==> src/rtl/bf_pkg.sv <==
// Shared definitions for the Brainfuck decode slice: micro-op codes, opcode
// classes and the ASCII command bytes.
package bf_pkg;

   localparam logic [2:0] OP_ADD  = 3'd0;
   localparam logic [2:0] OP_MOVE = 3'd1;
   localparam logic [2:0] OP_JZ   = 3'd2;
   localparam logic [2:0] OP_JNZ  = 3'd3;
   localparam logic [2:0] OP_OUT  = 3'd4;
   localparam logic [2:0] OP_IN   = 3'd5;
   localparam logic [2:0] OP_HALT = 3'd7;

   typedef enum logic [1:0] {
      CLS_NOP  = 2'd0,
      CLS_ADD  = 2'd1,
      CLS_MOVE = 2'd2,
      CLS_CTRL = 2'd3
   } op_class_t;

   localparam logic [7:0] CH_PLUS  = 8'h2B;
   localparam logic [7:0] CH_MINUS = 8'h2D;
   localparam logic [7:0] CH_GT    = 8'h3E;
   localparam logic [7:0] CH_LT    = 8'h3C;
   localparam logic [7:0] CH_LBR   = 8'h5B;
   localparam logic [7:0] CH_RBR   = 8'h5D;
   localparam logic [7:0] CH_DOT   = 8'h2E;
   localparam logic [7:0] CH_COMMA = 8'h2C;
   localparam logic [7:0] CH_HALT  = 8'h00;

endpackage

==> src/rtl/bf_opcode_class.sv <==
// Combinational classifier: maps a fetched byte to its class, fold step and
// micro-op code.
module bf_opcode_class
   import bf_pkg::*;
#(
   parameter int D_WIDTH = 8
) (
   input  logic [D_WIDTH-1:0] opcode,
   output op_class_t          cls,
   output logic signed [1:0]  step,
   output logic [2:0]         op_code
);

   always_comb begin
      cls     = CLS_NOP;
      step    = 2'sd0;
      op_code = OP_ADD;
      case (opcode)
         D_WIDTH'(CH_PLUS): begin
            cls     = CLS_ADD;
            step    = 2'sd1;
            op_code = OP_ADD;
         end
         D_WIDTH'(CH_MINUS): begin
            cls     = CLS_ADD;
            step    = -2'sd1;
            op_code = OP_ADD;
         end
         D_WIDTH'(CH_GT): begin
            cls     = CLS_MOVE;
            step    = 2'sd1;
            op_code = OP_MOVE;
         end
         D_WIDTH'(CH_LT): begin
            cls     = CLS_MOVE;
            step    = -2'sd1;
            op_code = OP_MOVE;
         end
         D_WIDTH'(CH_LBR): begin
            cls     = CLS_CTRL;
            op_code = OP_JZ;
         end
         D_WIDTH'(CH_RBR): begin
            cls     = CLS_CTRL;
            op_code = OP_JNZ;
         end
         D_WIDTH'(CH_DOT): begin
            cls     = CLS_CTRL;
            op_code = OP_OUT;
         end
         D_WIDTH'(CH_COMMA): begin
            cls     = CLS_CTRL;
            op_code = OP_IN;
         end
         D_WIDTH'(CH_HALT): begin
            cls     = CLS_CTRL;
            op_code = OP_HALT;
         end
         default: begin
            cls     = CLS_NOP;
            step    = 2'sd0;
            op_code = OP_ADD;
         end
      endcase
   end

endmodule

==> src/rtl/stage_decode.sv <==
// Decode stage: folds +/- and </> runs into single ADD/MOVE micro-ops, passes
// control opcodes straight through, and stops accepting after HALT.
module stage_decode
   import bf_pkg::*;
#(
   parameter int A_WIDTH = 12,
   parameter int D_WIDTH = 8,
   parameter int MAX_RUN = 255
) (
   input  logic               clk,
   input  logic               reset,
   input  logic [D_WIDTH-1:0] opcode,
   input  logic               in_valid,
   output logic               ack_out,
   output logic [2:0]         op,
   output logic [A_WIDTH-1:0] operand,
   output logic               op_valid,
   input  logic               ack_in
);

   localparam logic [1:0] ACC_EMPTY = 2'd0;
   localparam logic [1:0] ACC_ADD   = 2'd1;
   localparam logic [1:0] ACC_MOVE  = 2'd2;

   op_class_t                 in_cls;
   logic signed [1:0]         in_step;
   logic [2:0]                in_op;

   logic [1:0]                acc_cls_p0;
   logic signed [A_WIDTH-1:0] acc_delta_p0;
   logic [7:0]                acc_cnt_p0;
   logic                      halted_p0;

   logic [2:0]                op_p1;
   logic [A_WIDTH-1:0]        operand_p1;
   logic                      vld_p1;

   logic [1:0]                in_acc_cls;
   logic signed [A_WIDTH-1:0] step_ext;
   logic                      slot_free;
   logic                      acc_empty;
   logic                      run_open;
   logic [A_WIDTH-1:0]        flush_operand;
   logic [2:0]                flush_op;
   logic                      flush_emits;
   logic                      want_load, want_fold, want_flush, want_ctrl;
   logic                      do_load, do_fold, do_flush, do_ctrl;

   // ADD wraps at the cell width; MOVE keeps the full pointer-width delta.
   function automatic logic [A_WIDTH-1:0] fold_operand(
      input logic [1:0]                cls,
      input logic signed [A_WIDTH-1:0] delta
   );
      if (cls == ACC_MOVE) return $unsigned(delta);
      return {{(A_WIDTH-D_WIDTH){1'b0}}, delta[D_WIDTH-1:0]};
   endfunction

   bf_opcode_class #(
      .D_WIDTH (D_WIDTH)
   ) u_class (
      .opcode  (opcode),
      .cls     (in_cls),
      .step    (in_step),
      .op_code (in_op)
   );

   always_comb begin
      case (in_cls)
         CLS_ADD:  in_acc_cls = ACC_ADD;
         CLS_MOVE: in_acc_cls = ACC_MOVE;
         default:  in_acc_cls = ACC_EMPTY;
      endcase
   end

   assign step_ext      = {{(A_WIDTH-1){in_step[1]}}, in_step[0]};
   assign slot_free     = !vld_p1 || ack_in;
   assign acc_empty     = (acc_cls_p0 == ACC_EMPTY);
   assign run_open      = (in_acc_cls == acc_cls_p0) && (acc_cnt_p0 < 8'(MAX_RUN));
   assign flush_operand = fold_operand(acc_cls_p0, acc_delta_p0);
   assign flush_op      = (acc_cls_p0 == ACC_MOVE) ? OP_MOVE : OP_ADD;
   assign flush_emits   = (flush_operand != '0);

   // A control op behind a pending run stalls fetch while the run is flushed.
   always_comb begin
      ack_out    = 1'b0;
      want_load  = 1'b0;
      want_fold  = 1'b0;
      want_flush = 1'b0;
      want_ctrl  = 1'b0;
      if (reset && !halted_p0) begin
         case (in_cls)
            CLS_NOP: ack_out = 1'b1;
            CLS_ADD, CLS_MOVE: begin
               if (acc_empty) begin
                  ack_out   = 1'b1;
                  want_load = 1'b1;
               end else if (run_open) begin
                  ack_out   = 1'b1;
                  want_fold = 1'b1;
               end else if (slot_free) begin
                  ack_out    = 1'b1;
                  want_flush = 1'b1;
                  want_load  = 1'b1;
               end
            end
            CLS_CTRL: begin
               if (!acc_empty) begin
                  want_flush = slot_free;
               end else if (slot_free) begin
                  ack_out   = 1'b1;
                  want_ctrl = 1'b1;
               end
            end
            default: ack_out = 1'b0;
         endcase
      end
   end

   assign do_load  = in_valid && want_load;
   assign do_fold  = in_valid && want_fold;
   assign do_flush = in_valid && want_flush;
   assign do_ctrl  = in_valid && want_ctrl;

   // p0: run accumulator and halt flag
   always_ff @(posedge clk or negedge reset) begin
      if (!reset) begin
         acc_cls_p0   <= ACC_EMPTY;
         acc_delta_p0 <= '0;
         acc_cnt_p0   <= 8'd0;
         halted_p0    <= 1'b0;
      end else begin
         if (do_load) begin
            acc_cls_p0   <= in_acc_cls;
            acc_delta_p0 <= step_ext;
            acc_cnt_p0   <= 8'd1;
         end else if (do_fold) begin
            acc_delta_p0 <= acc_delta_p0 + step_ext;
            acc_cnt_p0   <= acc_cnt_p0 + 8'd1;
         end else if (do_flush) begin
            acc_cls_p0   <= ACC_EMPTY;
            acc_delta_p0 <= '0;
            acc_cnt_p0   <= 8'd0;
         end
         if (do_ctrl && (in_op == OP_HALT)) halted_p0 <= 1'b1;
      end
   end

   // p1: output slot toward execute
   always_ff @(posedge clk or negedge reset) begin
      if (!reset) begin
         op_p1      <= OP_ADD;
         operand_p1 <= '0;
         vld_p1     <= 1'b0;
      end else if (do_ctrl) begin
         op_p1      <= in_op;
         operand_p1 <= '0;
         vld_p1     <= 1'b1;
      end else if (do_flush && flush_emits) begin
         op_p1      <= flush_op;
         operand_p1 <= flush_operand;
         vld_p1     <= 1'b1;
      end else if (ack_in) begin
         vld_p1     <= 1'b0;
      end
   end

   assign op       = op_p1;
   assign operand  = operand_p1;
   assign op_valid = vld_p1;

endmodule

==> config.mk <==
export PLATFORM = sky130hd
export DESIGN_NAME = stage_decode
export DESIGN_NICKNAME = d
export VERILOG_FILES = /design/src/rtl/bf_pkg.sv /design/src/rtl/bf_opcode_class.sv /design/src/rtl/stage_decode.sv
export SDC_FILE = /design/constraint.sdc
export NUM_CORES = 1
export LEC_CHECK = 0
export ABC_AREA = 1
export CORE_ASPECT_RATIO = 1.1
export CORE_MARGIN = 2
export CORE_UTILIZATION = 50
export CTS_BUF_LIST = sky130_fd_sc_hd__clkbuf_4 sky130_fd_sc_hd__clkbuf_8
export DETAILED_ROUTE_END_ITERATION = 10
export GPL_TIMING_DRIVEN = 1
export PLACE_DENSITY = 0.72
export SYNTH_ARGS = -nofsm -noshare
export SYNTH_HDL_FRONTEND = slang
export SYNTH_SLANG_ARGS = --single-unit
==> constraint.sdc <==
create_clock -name clk -period 5.8 [get_ports clk]
set_input_delay 1.16 -clock clk [delete_from_list [all_inputs] [get_ports clk]]
set_output_delay 1.16 -clock clk [all_outputs]
set_load 0.02 [all_outputs]
=== Word level (Yosys, flattened, before mapping) ===
Index checks and enable logic that the tools add are counted.

* Register bits: 39
* Latch bits: 0
* RAM bits: 0
* Bits in read-only memories: 0
* Input port bits: 12
* Output and inout port bits: 17
* Logic and storage cells: 95
* Memories: 0

* Add/subtract/negate cells: 2
* Multipliers: 0
* Divide/modulo/power cells: 0
* Order comparisons: 1
* Equal/unequal tests: 15
* Shift operators: 0
* Multiplexer cells: 44
* Bitwise operators: 0
* Reductions and logical operators: 26

{| class="wikitable"
|+ Operators by type and width
! kind !! count
|-
| 12-bit 2-to-1 mux || 7
|-
| 8-bit by 6-bit == test with 1-bit output, second input constant || 6
|-
| 8-bit 2-to-1 mux || 3
|-
| 1-bit 2-to-1 mux || 23
|-
| 3-bit case mux with 6 select lines || 1
|-
| 8-bit by 7-bit == test with 1-bit output, second input constant || 2
|-
| 12-bit by 2-bit adder with 12-bit output || 1
|-
| 12-bit nonzero test || 1
|-
| 2-bit OR reduction || 5
|-
| 8-bit by 1-bit adder with 8-bit output, second input constant || 1
|-
| 1-bit logical AND || 8
|-
| 8-bit logical NOT || 1
|-
| 8-bit < comparator, second input constant || 1
|-
| 2-bit case mux with 2 select lines || 2
|-
| 2-bit == test, second input constant || 3
|-
| 2-bit 2-to-1 mux || 3
|-
| 3-bit 2-to-1 mux || 2
|-
| 2-bit case mux with 3 select lines || 1
|-
| 3-bit nonzero test || 2
|-
| 5-bit OR reduction || 1
|-
| 2-bit logical NOT || 2
|-
| 2-bit nonzero test || 2
|-
| 3-bit == test, second input constant || 1
|-
| 1-bit case mux with 3 select lines || 1
|-
| other kinds (7) || 8
|}

=== Depth between registers and ports, before layout ===
Gate-level depths: netlist of the first run.

* Word-level depth: 15
* Gate-level depth with buffers: 24
* Depth with buffers taken out: 24

=== Modules after synthesis ===
From an unflattened synthesis of the first run, not the netlist that was laid out.

* Cell total of the unflattened synthesis: 407
* Area total of the unflattened synthesis: 2912.8 sq um

{| class="wikitable"
|+ Modules (own cells, without submodules)
! module !! instances !! cells an instance !! area an instance (sq um) !! seq. area each (sq um)
|-
| stage_decode || 1 || 360 || 2693.8 || 975.9
|-
| bf_opcode_class || 1 || 47 || 219.0 || 0.0
|}

=== Least setup slack after synthesis of the first run ===
Ideal clock, no wire load.

* Kind: input to output
* From: in opcode[1]
* To: out ack_out
* Data arrival time: 2.959 ns
* Data required time: 4.640 ns
* Path slack: 1.681 ns
* Cell stages on the path: 18
* Path buffers: 0
* Cells stage by stage: inv_1 -> nand2_1 -> nor2_1 -> inv_1 -> nand2_1 -> nand2_1 -> nand2_1 -> nor2_1 -> nand2_1 -> inv_1 -> ha_1 -> nand2_1 -> nand2_1 -> nor2_2 -> nand2_2 -> nand3_1 -> a21oi_1 -> a21boi_0

* Word-level cells in the longest chain between the ends: 11
* Elaborated cells on any way between the ends: 25
* Those cells by class: 12 x eq/ne; 6 x mux; 7 x reduce/logical

{| class="wikitable"
|+ RTL lines
! element !! RTL line !! text
|-
| from (decl) || stage_decode.sv:12 || <nowiki>input logic [D_WIDTH-1:0] opcode,</nowiki>
|-
| 8-bit by 7-bit == test with 1-bit output (tied with other cells) || bf_opcode_class.sv:18 || <nowiki>case (opcode)</nowiki>
|-
| 5-bit OR reduction (no source line) / 2-bit OR reduction (equally long branches) || -- ||
|-
| 2-bit case mux with 3 select lines (*) || bf_opcode_class.sv:18 ||
|-
| 2-bit == test / 2-bit by 1-bit == test with 1-bit output (equally long branches) || stage_decode.sv:68, stage_decode.sv:91 ||
|-
| 2-bit case mux with 2 select lines || stage_decode.sv:68 || <nowiki>case (in_cls)</nowiki>
|-
| 2-bit == test || stage_decode.sv:78 || <nowiki>assign run_open = (in_acc_cls == acc_cls_p0) && (acc_cnt_p0 < 8'(MAX_RUN));</nowiki>
|-
| 1-bit logical AND || stage_decode.sv:78 ||
|-
| 1-bit 2-to-1 mux || stage_decode.sv:97 || <nowiki>end else if (run_open) begin</nowiki>
|-
| 1-bit 2-to-1 mux || stage_decode.sv:94 || <nowiki>if (acc_empty) begin</nowiki>
|-
| 1-bit case mux with 3 select lines (*) || stage_decode.sv:91 || <nowiki>case (in_cls)</nowiki>
|-
| 1-bit 2-to-1 mux (*) || stage_decode.sv:90 || <nowiki>if (reset && !halted_p0) begin</nowiki>
|-
| to (decl) || stage_decode.sv:14 || <nowiki>output logic ack_out,</nowiki>
|}

Every way passes the cells marked *; elsewhere a longest branch is shown, timed or not.

=== Worst setup path in the final report of the first run ===
* From: in opcode[3]
* To: out ack_out

The elaborated chain is that of the path after synthesis.

==> results of run 1 <==
[area by class of cell]
class	instances	area (µm²)	area share (%)
Timing Repair Buffer	29	282.8	8.676
Tap cell	75	93.84	2.879
Inverter	68	255.2	7.831
Clock inverter	2	12.51	0.3839
Sequential cell	39	975.9	29.94
Clock buffer	6	76.32	2.342
Multi-Input combinational cell	312	1563	47.95
[sequential cells by signal, indices dropped and copies added, names as in the netlist]
name	cells
acc_cls_p0	2
acc_cnt_p0	8
acc_delta_p0	12
halted_p0	1
op	3
op_valid	1
operand	12
[cells in the final DEF, fill, tap and decap left out, types with 13 or more instances in the layout]
cell type / count
clkdlybuf4s50_1: 27
dfrtp_1: 39
ha_1: 16
inv_1: 61
nand2_1: 138
nand3_1: 62
nor2_1: 35
o21ai_0: 13
[kinds of logic (layout without fill, tap and decap cells)]
logic type	Yosys count	after routing	synth area share, %
flip-flops	39	39	34.09
buffers and inverters	78	105	11.32
AO/OA/AOI/OAI	33	33	6.425
XOR/XNOR	6	6	1.836
adder cells (fa/ha/maj)	17	17	7.692
AND/OR/NAND/NOR	256	256	38.64
[per-layer routing]
metal / share of wire, % / vias to the layer above
met5: 0 / -
met4: 1.2 / 0
met3: 3.1 / 6
met2: 46 / 45
met1: 50 / 1169
li1: - / 1398
[worst max-delay path by stage]
stage / to / slack [ps]
CTS: ack_out / 700
global route: ack_out / 460
finish: ack_out / 710
global placement: ack_out / 780
detailed placement: ack_out / 710
floorplan: ack_out / 1680
[worst max-delay path, delay by kind of cell]
family / cells / cell delay (ps)
buffers and inverters: 3 / 1210
AND/OR/NAND/NOR: 9 / 1110
AO/OA/AOI/OAI: 2 / 230
adder cells (fa/ha/maj): 1 / 230
[cell usage after synthesis (2+ instances only)]
library cell / number
buf_2: 4
xnor2_1: 5
nand4_1: 7
nand3_1: 62
buf_4: 5
nand2_2: 4
o21bai_1: 2
o21ai_0: 13
nor2_1: 35
inv_2: 7
a21oi_1: 7
o21ai_2: 2
ha_1: 16
o21ai_1: 7
inv_1: 61
nand2_1: 138
dfrtp_1: 39
nor2_2: 4
[per-stage QoR]
step | area [µm²] | worst slack, ps | instances | hold slack (ps) | total power (µW)
after global routing | 3259 | 463.6 | 531 | 531.3 | 526.7
after CTS | 3259 | 702.2 | 531 | 482.8 | 508.8
after global placement | 3171 | 782.0 | 523 | 460.5 | 322.7
after floorplan | 2863 | 1681 | 429 | 443.9 | 304.1
after detailed placement | 3171 | 705.4 | 523 | 462.6 | 324.0
final | 3259 | 710.8 | 531 | 482.6 | 505.8
[report_power, final]
group          total [µW]  leakage, µW  switching [µW]  internal (µW)
registers             279     0.000543            3.91            275
clock network         187    0.0000446            98.6           88.7
logic                39.2      0.00120            23.5           15.7
total                 506      0.00179             126            380
==> results by group, run 1 <==
Synth
  • Synth area leaders: dfrtp_1 34%, nand2_1 18%, nand3_1 11%, inv_1 8.0%, ha_1 7.0%
  • Sequential fraction of the synthesis area: 34.09%
  • Cells after synthesis: 429
  • Primary FF master, synth: dfrtp_1
  • Leading area contributor after synthesis: dfrtp_1
  • Number of flops mapped to enable cells by yosys: 0
  • Yosys reg bits: 39
  • Post-synth net total: 458
  • Mapped Avg Cell Area: 6.673 µm²
  • Synth top area share: 34.09%
  • Synth async-reset ratio: 100.0%
  • Yosys warns: 0
  • Yosys cell types: 29
  • Cell Area, Synth: 0.002863 mm²

Layout
  • Share of cells above drive strength 1: 6.579%
  • Nets: 484
  • Fillers: 530
  • Fin util: 59.64%
  • Antenna cell count: 0
  • Area Overhead vs Synth: 13.86%

Die
  • Chip width: 76.15 µm
  • Area of the die: 0.006347 mm²
  • Core box area: 0.005465 mm²
  • Num rows: 28
  • Die Ht: 83.36 µm
  • Initial core utilization: 52.38%
  • # IOs: 29

Global routing
  • Vias in the first global route: 2,361
  • Gr busiest metal: met2
  • Routing usage on met3: 2.826%
  • Total Routing Usage GR: 20.45%
  • First-pass GRT wire length: 10,720 µm
  • Largest net degree at the start of global routing: 41
  • M1 GR Usage: 28.82%
  • Overflow after GRT: 0
  • Met2 Use GR: 33.20%
  • Initial antenna violation count: 0

Route
  • Vias/cell: 4.930
  • WL final: 6259 µm
  • DR vias: 2,618
  • WL per Instance: 11.79 µm
  • First-pass detailed-route iteration total: 4
  • Antenna Violating Nets Remaining: 0
  • Drc violations: 0
  • Initial DRC count: 139

Place
  • GPL Wtd Cong: 0.8850
  • Final HPWL DP: 4759 µm
  • Port Buffer Count: 28

Worst hold path
  • Min-delay src: halted_p0
  • End of the worst hold path: halted_p0
  • Hold WC Path Type: flop to flop
  • WHS Path Cells: 1

CTS
  • # H-tree levels: 2
  • Post-cts sizing count: 0
  • Post-CTS Repair Setup Buffers: 0
  • CTS tree: built
  • CTS hold repair buffers: 0
  • CTS Sinks: 39
  • Root Buffer: clkbuf_8
  • Clock Tree Buf Depth: 2
  • Worst-path clk slew: 80 ps
  • Clk Latency, worst-skew pair: 300 ps
  • Number of CTS-inserted buffers: 5

Run status
  • Status: finished clean

Worst setup path
  • R2R depth: 9
  • Worst setup EP type: primary output
  • Most used cell, CP: nand2_1
  • Worst Path Arrival: 3930 ps
  • Worst path required time: 4640 ps
  • CP Launch Point: opcode[3]
  • Crit-path cells: clkdlybuf4s50_1 > nand2_1 > nor4_1 > nor2_1 > nand2_1 > inv_1 > ha_1 > nand2_1 > nand2_1 > nor2_2 > nand2_2 > nand3_1 > a21oi_1 > a21boi_0 > clkdlybuf4s50_1
  • Crit Path Class: input port to primary output
  • Maximum fanout along the worst path: 4
  • Flop2flop setup slack: 3190 ps
  • RR Endpoint: acc_delta_p0[11]
  • CP peak stage delay: 630 ps
  • Crit path max-delay cell type: clkdlybuf4s50_1
  • CP startpoint kind: input port
  • R2R Path Start: acc_cnt_p0[0]

STA
  • Final hold vios: 0
  • Final Max Slew Viols: 0
  • F_max: 0.1965 GHz
  • # setup viols final: 0
  • Fin crit period: 5089 ps
  • Total negative slack: 0 ps
  • Relative slew slack: 42.21%
  • Final Cycle Share: 87.75%
  • RSZ-0062 raised after global routing: no
  • Clk_skew: 6.217 ps
  • Slew @ Worst Pin: 866.9 ps

Run
  • Max-Cap Viols: 0

Power
  • VDD IR max: 86.51 µV
  • P_leak: 0.001791 µW
  • Pwr Density: 155.2 mW/mm²
Note: power is estimated with default switching activity, not from simulation.
==> run 2: changes to the inputs <==
--- a/config.mk
+++ b/config.mk
@@ -6,10 +6,12 @@
 export NUM_CORES = 1
 export LEC_CHECK = 0
 export ABC_AREA = 1
+export ABC_CLOCK_PERIOD_IN_PS = 5800
 export CORE_ASPECT_RATIO = 1.1
 export CORE_MARGIN = 2
 export CORE_UTILIZATION = 50
 export CTS_BUF_LIST = sky130_fd_sc_hd__clkbuf_4 sky130_fd_sc_hd__clkbuf_8
+export CTS_CLUSTER_DIAMETER = 60
 export DETAILED_ROUTE_END_ITERATION = 10
 export GPL_TIMING_DRIVEN = 1
 export PLACE_DENSITY = 0.72
==> results of run 2 <==
Final layout, timing and power as in run 1 (identical DEF).
==> run 3: changes to the inputs <==
--- a/config.mk
+++ b/config.mk
@@ -9,12 +9,12 @@
 export ABC_CLOCK_PERIOD_IN_PS = 5800
 export CORE_ASPECT_RATIO = 1.1
 export CORE_MARGIN = 2
-export CORE_UTILIZATION = 50
+export CORE_UTILIZATION = 25
 export CTS_BUF_LIST = sky130_fd_sc_hd__clkbuf_4 sky130_fd_sc_hd__clkbuf_8
 export CTS_CLUSTER_DIAMETER = 60
 export DETAILED_ROUTE_END_ITERATION = 10
 export GPL_TIMING_DRIVEN = 1
-export PLACE_DENSITY = 0.72
+export SETUP_SLACK_MARGIN = 0.5
 export SYNTH_ARGS = -nofsm -noshare
 export SYNTH_HDL_FRONTEND = slang
 export SYNTH_SLANG_ARGS = --single-unit
==> results by group, run 3 (same netlist as run 1, synthesis figures left out) <==
STA
  • Clk_skew: 11.83 ps (+5.617 ps)
  • Slew @ Worst Pin: 960.7 ps (+93.81 ps)
  • # setup viols final: 0 (unchanged)
  • Final Max Slew Viols: 0 (unchanged)
  • Relative slew slack: 35.96% (-6.3 points)
  • F_max: 0.2114 GHz (+7.6%)
  • Final Cycle Share: 81.56% (-6.2 points)
  • Fin crit period: 4730 ps (-358.9 ps)
  • Final hold vios: 0 (unchanged)
  • Hold Worst Slack: 492.2 ps (+9.578 ps)
  • RSZ-0062 raised after global routing: no
  • Total negative slack: 0 ps (unchanged)

Global routing
  • Largest net degree at the start of global routing: 41 (unchanged)
  • Vias in the first global route: 2,605 (+10%)
  • First-pass GRT wire length: 11,520 µm (+7.5%)
  • Initial antenna violation count: 0 (unchanged)
  • Total Routing Usage GR: 11.49% (-9.0 points)
  • Overflow after GRT: 0 (unchanged)

Worst setup path
  • RR Endpoint: acc_cnt_p0[3]
  • CP Launch Point: opcode[3]
  • CP startpoint kind: input port
  • Maximum fanout along the worst path: 4 (unchanged)
  • Crit Path Class: input port to primary output
  • Worst setup EP type: primary output
  • Flop2flop setup slack: 3320 ps (+130 ps)
  • Worst path required time: 4640 ps (about the same)
  • R2R Path Start: acc_cnt_p0[0]
  • R2R depth: 10 (+1)
  • Worst Path Arrival: 3570 ps (-360 ps)
  • CP endpoint: ack_out

Route
  • Antenna Violating Nets Remaining: 0 (unchanged)
  • WL per Instance: 10.99 µm (-6.8%)
  • Initial DRC count: 121 (-13%)
  • First-pass detailed-route iteration total: 4 (unchanged)
  • WL final: 6636 µm (+6.0%)
  • Drc violations: 0 (unchanged)
  • DR vias: 2,696 (+3.0%)
  • Vias/cell: 4.464 (-9.5%)

Die
  • # IOs: 29 (unchanged)
  • Chip width: 106.0 µm (+39%)
  • Num rows: 40 (+43%)
  • Initial core utilization: 25.88% (-26 points)
  • Die Ht: 116.2 µm (+39%)
  • Core box area: 0.01106 mm² (+100%)
  • Area of the die: 0.01232 mm² (+94%)

Layout
  • Fin util: 30.63% (-29 points)
  • Design area: 0.003388 mm² (+4.0%)
  • Most frequent cells in the layout: 138 x nand2_1, 62 x nand3_1, 61 x inv_1
  • Most common cell after layout, fill and taps aside: nand2_1
  • Share of cells above drive strength 1: 6.783% (+0.20 points)
  • Area Overhead vs Synth: 18.36%
  • Nets: 485 (+0.21%)
  • Antenna cell count: 0 (unchanged)

Power
  • VDD IR max: 74.96 µV (-13%)
  • P_leak: 0.001821 µW (+1.7%)
  • Pwr Density: 165.9 mW/mm² (+6.9%)
  • Design Power: 562.2 µW (+11%)

Run
  • Max-Cap Viols: 0 (unchanged)

Place
  • Placed cell area: 0.003268 mm² (+3.1%)
  • Final HPWL DP: 5040 µm (+5.9%)
  • GPL Wtd Cong: 0.8297 (-6.2%)
  • Port Buffer Count: 28 (unchanged)

CTS
  • CTS tree: built
  • Worst-path clk slew: 80 ps (about the same)
  • Number of CTS-inserted buffers: 5 (unchanged)
  • Post-cts sizing count: 0 (unchanged)
  • CTS hold repair buffers: 0 (unchanged)
  • Clock Tree Buf Depth: 2 (unchanged)
  • # H-tree levels: 2 (unchanged)
  • CTS Sinks: 39 (unchanged)
  • Clk Latency, worst-skew pair: 300 ps (about the same)
  • Post-CTS Repair Setup Buffers: 0 (unchanged)
  • Root Buffer: clkbuf_8

Worst hold path
  • Hold WC Path Type: flop to flop
  • Min-delay src: halted_p0

Run status
  • Status: finished clean
==> run 3: worst min path at each step <==
stage                            to  slack (ps)  cells past startpoint
after global routing      halted_p0         530                      1
after detailed placement  halted_p0         480                      1
after CTS                 halted_p0         500                      1
after floorplan           halted_p0         440                      1
final                     halted_p0         490                      1
after global placement    halted_p0         490                      1
==> run 3: area by class of cell <==
| class | count | area (µm²) |
|---|---|---|
| fillers | 1194 | 7672 |
| clock inverters | 2 | 35.03 |
| clock buffers | 6 | 82.58 |
| flip-flops and latches | 39 | 975.9 |
| multi-input cells | 312 | 1563 |
| inverters | 68 | 255.2 |
| well taps | 147 | 183.9 |
| repair buffers | 30 | 292.8 |
==> run 3: worst max-delay path: stages <==
cell and delay, ps:
clkdlybuf4s50_1 500, nand2_1 110, nor4_1 370, nor2_1 110, nand2_1 130, inv_1 80, ha_1 220, nand2_1 80
nand2_1 60, nor2_2 140, nand2_2 90, nand3_1 70, a21oi_1 60, a21boi_0 150, dlymetal6s2s_1 250
==> run 3: layer usage <==
| metal | wire length [µm] | GRT usage (%) |
|---|---|---|
| met1 | 3031 | 13.88 |
| met2 | 3250 | 20.90 |
| met3 | 206 | 1.395 |
| met4 | 148 | 4.561 |
| met5 | 0 | 0 |
==> run 3: per-stage QoR <==
stage / setup WS [ps] / instances
floorplan: 1681 / 429
global placement: 767.5 / 596
detailed placement: 659.8 / 596
CTS: 634.3 / 604
global route: 751.8 / 604
finish: 1070 / 604
==> run 3: power by group <==
part / internal [µW] / switching, µW
clock: 139 / 105
sequential: 275 / 3.92
combinational: 15.7 / 23.4
